==> src/rtl/cpu_mem_pkg.sv <==
// Shared CPU memory-side definitions: requester owner IDs, access sizes and reset PC.
package cpu_mem_pkg;

    typedef enum logic {
        OWN_INST = 1'b0,
        OWN_DATA = 1'b1
    } owner_e;

    localparam logic [1:0]  SZ_BYTE  = 2'd0;
    localparam logic [1:0]  SZ_HALF  = 2'd1;
    localparam logic [1:0]  SZ_WORD  = 2'd2;

    localparam logic [31:0] RESET_PC = 32'hbfc00000;

endpackage

==> src/rtl/arb_owner_fifo.sv <==
// In-order FIFO of 1-bit owner IDs for transactions accepted but not yet answered.
module arb_owner_fifo #(
    parameter int unsigned Depth = 2
) (
    input  logic                   clk,
    input  logic                   resetn,
    input  logic                   push,
    input  logic                   push_data,
    input  logic                   pop,
    output logic                   head,
    output logic                   full,
    output logic                   empty,
    output logic [$clog2(Depth):0] count
);
    localparam int unsigned PtrW = (Depth > 1) ? $clog2(Depth) : 1;
    localparam int unsigned CntW = $clog2(Depth) + 1;
    localparam logic [PtrW-1:0] LastPtr = PtrW'(Depth - 1);

    logic [Depth-1:0] slot_q;
    logic [PtrW-1:0]  wr_ptr_q, rd_ptr_q;
    logic [CntW-1:0]  count_q;
    logic             do_push, do_pop;

    assign full    = (count_q == CntW'(Depth));
    assign empty   = (count_q == '0);
    assign count   = count_q;
    assign head    = slot_q[rd_ptr_q];
    assign do_push = push & ~full;
    assign do_pop  = pop & ~empty;

    always_ff @(posedge clk or negedge resetn) begin
        if (!resetn) begin
            slot_q   <= '0;
            wr_ptr_q <= '0;
            rd_ptr_q <= '0;
            count_q  <= '0;
        end else begin
            if (do_push) begin
                slot_q[wr_ptr_q] <= push_data;
                wr_ptr_q         <= (wr_ptr_q == LastPtr) ? '0 : wr_ptr_q + PtrW'(1);
            end
            if (do_pop) begin
                rd_ptr_q <= (rd_ptr_q == LastPtr) ? '0 : rd_ptr_q + PtrW'(1);
            end
            if (do_push && !do_pop) begin
                count_q <= count_q + CntW'(1);
            end else if (!do_push && do_pop) begin
                count_q <= count_q - CntW'(1);
            end
        end
    end

endmodule

==> src/rtl/sram_port_arbiter.sv <==
// Shares one sram-like port between fetch and data requesters, routing responses in issue order.
// Define ARB_ROUND_ROBIN_EN for round-robin grant; default is fixed data-over-inst priority.
module sram_port_arbiter
    import cpu_mem_pkg::*;
#(
    parameter int unsigned OUTSTANDING = 2
) (
    input  logic        clk,
    input  logic        resetn,

    input  logic        inst_req,
    input  logic [31:0] inst_addr,
    output logic        inst_addr_ok,
    output logic        inst_data_ok,
    output logic [31:0] inst_rdata,

    input  logic        data_req,
    input  logic        data_wr,
    input  logic [1:0]  data_size,
    input  logic [31:0] data_addr,
    input  logic [31:0] data_wdata,
    output logic        data_addr_ok,
    output logic        data_data_ok,
    output logic [31:0] data_rdata,

    output logic        mem_req,
    output logic        mem_wr,
    output logic [1:0]  mem_size,
    output logic [31:0] mem_addr,
    output logic [31:0] mem_wdata,
    input  logic        mem_addr_ok,
    input  logic        mem_data_ok,
    input  logic [31:0] mem_rdata
);
    logic                         grant_inst, grant_data;
    logic                         fifo_push, fifo_full, fifo_empty, fifo_head;
    logic [$clog2(OUTSTANDING):0] fifo_count;
    logic                         resp_valid, stray_resp;
    logic                         err_q;
    owner_e                       push_owner;

`ifdef ARB_ROUND_ROBIN_EN
    // Points at the requester that wins the next contested cycle.
    owner_e rr_prio_q, rr_prio_d;

    always_comb begin
        rr_prio_d = rr_prio_q;
        if (inst_addr_ok) begin
            rr_prio_d = OWN_DATA;
        end else if (data_addr_ok) begin
            rr_prio_d = OWN_INST;
        end
    end

    always_ff @(posedge clk or negedge resetn) begin
        if (!resetn) begin
            rr_prio_q <= OWN_DATA;
        end else begin
            rr_prio_q <= rr_prio_d;
        end
    end
`endif

    always_comb begin
        grant_inst = 1'b0;
        grant_data = 1'b0;
        if (!fifo_full) begin
            if (inst_req && data_req) begin
`ifdef ARB_ROUND_ROBIN_EN
                grant_inst = (rr_prio_q == OWN_INST);
                grant_data = (rr_prio_q == OWN_DATA);
`else
                grant_data = 1'b1;
`endif
            end else begin
                grant_inst = inst_req;
                grant_data = data_req;
            end
        end
    end

    assign mem_req   = (inst_req | data_req) & ~fifo_full;
    assign mem_wr    = grant_inst ? 1'b0 : data_wr;
    assign mem_size  = grant_inst ? SZ_WORD : data_size;
    assign mem_addr  = grant_inst ? inst_addr : data_addr;
    assign mem_wdata = data_wdata;

    assign inst_addr_ok = grant_inst & mem_addr_ok;
    assign data_addr_ok = grant_data & mem_addr_ok;
    assign fifo_push    = inst_addr_ok | data_addr_ok;
    assign push_owner   = data_addr_ok ? OWN_DATA : OWN_INST;

    arb_owner_fifo #(
        .Depth (OUTSTANDING)
    ) u_owner_fifo (
        .clk       (clk),
        .resetn    (resetn),
        .push      (fifo_push),
        .push_data (push_owner),
        .pop       (resp_valid),
        .head      (fifo_head),
        .full      (fifo_full),
        .empty     (fifo_empty),
        .count     (fifo_count)
    );

    // A response with nothing outstanding is dropped and only flagged.
    assign resp_valid = mem_data_ok & ~fifo_empty;
    assign stray_resp = mem_data_ok & (fifo_count == '0);

    assign inst_data_ok = resp_valid & (owner_e'(fifo_head) == OWN_INST);
    assign data_data_ok = resp_valid & (owner_e'(fifo_head) == OWN_DATA);
    assign inst_rdata   = mem_rdata;
    assign data_rdata   = mem_rdata;

    always_ff @(posedge clk or negedge resetn) begin
        if (!resetn) begin
            err_q <= 1'b0;
        end else if (stray_resp) begin
            err_q <= 1'b1;
        end
    end

endmodule

==> config.mk <==
export PLATFORM = sky130hd
export DESIGN_NAME = sram_port_arbiter
export DESIGN_NICKNAME = d
export VERILOG_FILES = /design/src/rtl/cpu_mem_pkg.sv /design/src/rtl/arb_owner_fifo.sv /design/src/rtl/sram_port_arbiter.sv
export SDC_FILE = /design/constraint.sdc
export NUM_CORES = 1
export LEC_CHECK = 0
export BUFFER_PORTS_ARGS = -buffer_cell sky130_fd_sc_hd__buf_2
export CAP_MARGIN = 20
export CORE_AREA = 2 2 105 107
export CTS_CLUSTER_DIAMETER = 120
export DETAILED_ROUTE_END_ITERATION = 10
export DIE_AREA = 0 0 107 109
export GPL_TIMING_DRIVEN = 0
export HOLD_SLACK_MARGIN = 0.08
export PLACE_DENSITY = 0.54
export SLEW_MARGIN = 20
export SYNTH_ARGS = -nofsm -noshare
export SYNTH_HDL_FRONTEND = slang
export SYNTH_SLANG_ARGS = --single-unit
==> constraint.sdc <==
create_clock -name clk -period 1.41 [get_ports clk]
set_input_delay 0.282 -clock clk [delete_from_list [all_inputs] [get_ports clk]]
set_output_delay 0.282 -clock clk [all_outputs]
set_load 0.03 [all_outputs]
==> reports/results.txt <==
Status = finished, violations left
Failing checks = setup timing
Final period utilization = 1.32
Top cells by area, synth = buf_4, mux2_4, dfrtp_1, mux2_2, buf_12
Max-slew headroom = 0.839
Hold crit path type = input pin to register
CTS clock-pin slew for the worst setup and hold paths = 0.03 ns
Net count after synthesis = 304
Critical path capture point type = primary output
Synth warnings = 0
Critical path arrival = 1.57 ns
Initial antenna violation count = 0
Leakage dissipation = 0.00200 uW
Logic pwr share = 0.823
VDD IR max = 1.42 mV
DIE HEIGHT = 109 um
Crit-path slowest cell = dfrtp_1
Seq/Total Area, Yosys = 0.0938
CP max stage delay = 0.37 ns
Util after Layout = 0.320
Psw = 1430 uW
Synthesized area = 1600 um2
Fmax = 539 MHz
Width of the die = 107 um
Worst setup SP type = register
Final Hold Viols = 0
Syn_area_per_cell = 9.64 um2
Iter 0 DRT Violations = 20
Setup violators final = 42
Post-synth top area cell = buf_4
Final worst slack = -0.446 ns
DP HPWL = 4820 um
CTS Buf Count = 3
Clock network power share = 0.075
Vias per cell = 3.42
Layout Nets = 532
Die area = 11700 um2
Synth async-reset ratio = 1.00
TritonRoute pass-1 iters = 4
Pin count of the biggest net entering global routing = 11
FF-to-FF Start = u_owner_fifo.count[0]$_DFFE_PN0P_
Ant diodes = 0
RSZ-0062 raised after global routing = true
CP delay by family, top = buffers and inverters
Internal power = 1860 uW
CP Data Required Time = 1.13 ns
Count of input and output buffers = 208
Wire per inst = 10.7 um
Max cap viols = 0
CORE AREA = 10600 um2
Critical Path Start = u_owner_fifo.count[0]$_DFFE_PN0P_
Sequential Power Share = 0.102
Total Wirelength = 5680 um
Hold_ws = 0.403 ns
Most frequent cells after synthesis = buf_4, mux2_4, mux2_2, dfrtp_1, nor2_1
Crit path cell chain = nand2b_4, nand3b_4, buf_12, clkbuf_16, mux2_4, buf_6
Clock Path Buffers = 2
First-pass GRT wire length = 7270 um
Routed Antenna Nets = 0
Vias = 1820
Number of synthesized register bits = 6
Slew Limit Fails = 0
Share of cells above drive strength 1 = 0.949
CTS tree = done
Post-synth top area share = 0.450
Tightest Pin Transition = 0.235 ns
Gr usage total = 0.0758
TritonCTS Sinks = 6
Cells after Synth = 166
Yosys cell types = 23
# H-tree levels = 1
Num ports = 273
Crit path buffers/inverters = 3
Ys flop type = dfrtp_1
Count leader, synth = buf_4
Remaining global-route overflow = 0
Vias in the first global route = 1578
Final Wtd Congestion = 0.676
Clk Latency, worst-skew pair = 0.22 ns
DRC = 0
Critical path class = register to primary output
Pwr dens = 971 nW/um2
Root Driver = clkbuf_8
Switching share of power = 0.435
Hold path start = data_req
Initial cell density of the core = 0.151
Post-synth EDFFs = 0
Area grow syn2layout = 112%
Tmin final = 1.86 ns
DP Worst Slack = -0.387 ns
CP max FO = 6
Clock Skews = 0.00259 ns
# rows = 38
[cell usage in the layout (no fill, tap or decap), drive strengths merged, types with 2 or more instances in the layout]
cell type  netlist  routed
dfrtp            6       6
xnor2            3       3
and2             2       2
nor2             4       4
nand3b           2       2
inv              3       3
mux2            34      34
clkbuf           0       4
buf            100     321
nand2b           2       2
xor2             2       2
[final timing paths]
path,slack (ns),endpoint,cells past startpoint
worst max-delay path,-0.45,mem_addr[12],6
worst min-delay path,0.40,u_owner_fifo.slot_q[0]$_DFFE_PN0P_,2
worst max register to register,-0.18,u_owner_fifo.count[1]$_DFFE_PN0P_,9
worst min register to register,0.49,u_owner_fifo.rd_ptr_q$_DFFE_PN0P_,1
max in group asynchronous,0.86,u_owner_fifo.slot_q[0]$_DFFE_PN0P_,2
min in group asynchronous,0.41,u_owner_fifo.slot_q[1]$_DFFE_PN0P_,2
[worst reg2reg max path, cell delays in order, from the launching register on]
cell      delay [ns]
dfrtp_1         0.37
nand2b_4        0.16
buf_4           0.14
buf_6           0.11
nand3b_1        0.13
inv_2           0.06
ha_4            0.16
xor2_2          0.14
nor2_2          0.10
xor2_1          0.15
[state kept, by name, indices dropped and copies added (netlist names)]
register and flops:
u_owner_fifo.slot_q 2, u_owner_fifo.rd_ptr_q 1, u_owner_fifo.wr_ptr_q 1, u_owner_fifo.count 2
[area by class of cell]
cell class | instances | area (um2)
plain buffers | 100 | 801
clock buffers | 3 | 41.3
fillers | 1114 | 7210
inverters | 3 | 11.3
multi-input cells | 57 | 748
flip-flops and latches | 6 | 150
well taps | 140 | 175
repair buffers | 223 | 1460
[per-stage QoR]
step	instance area, um2	total power [uW]	setup TNS [ns]	std cells
6_report	3390	3290	-15.79	532
4_1_cts	3240	3050	-15.44	527
3_5_place_dp	2840	2370	-11.61	514
2_1_floorplan	1620	1890	-4.36	166
5_1_grt	3390	3480	-18.06	532
3_3_place_gp	2840	2350	-10.85	514
[power by group through the flow]
stage | clock, uW | combinational [uW] | sequential, uW
after global placement | 0 | 2000 | 349
after detailed placement | 0 | 2020 | 354
after global routing | 265 | 2870 | 345
after CTS | 252 | 2460 | 333
after floorplan | 0 | 1560 | 335
final | 248 | 2710 | 335
[routing by layer]
metal	wire length, um	GRT usage	up-vias
met4	0	0.00278	0
met3	468	0.0143	0
met1	1990	0.0886	824
met2	3220	0.150	98
li1	-	-	898
met5	0	0	-
[repair_timing]
item,4_1_cts,5_1_grt
hold buffers,1,0
setup endpoints to repair,41,42
pin swaps,2,4
endpoints found under the hold margin,6,0
gates cloned,1,1
setup buffers,8,5
gates resized for setup,85,23
[cells by family (layout without fill, tap and decap cells)]
family                   after synthesis  count (layout)  synth area share
adder cells (fa/ha/maj)                1               1           0.00782
AO/OA/AOI/OAI                          3               3            0.0133
multiplexers                          35              35             0.306
XOR/XNOR                               5               5            0.0274
flip-flops                             6               6            0.0938
AND/OR/NAND/NOR                       13              13            0.0547
buffers and inverters                103             329             0.496
(Power assumes the default switching activity.)
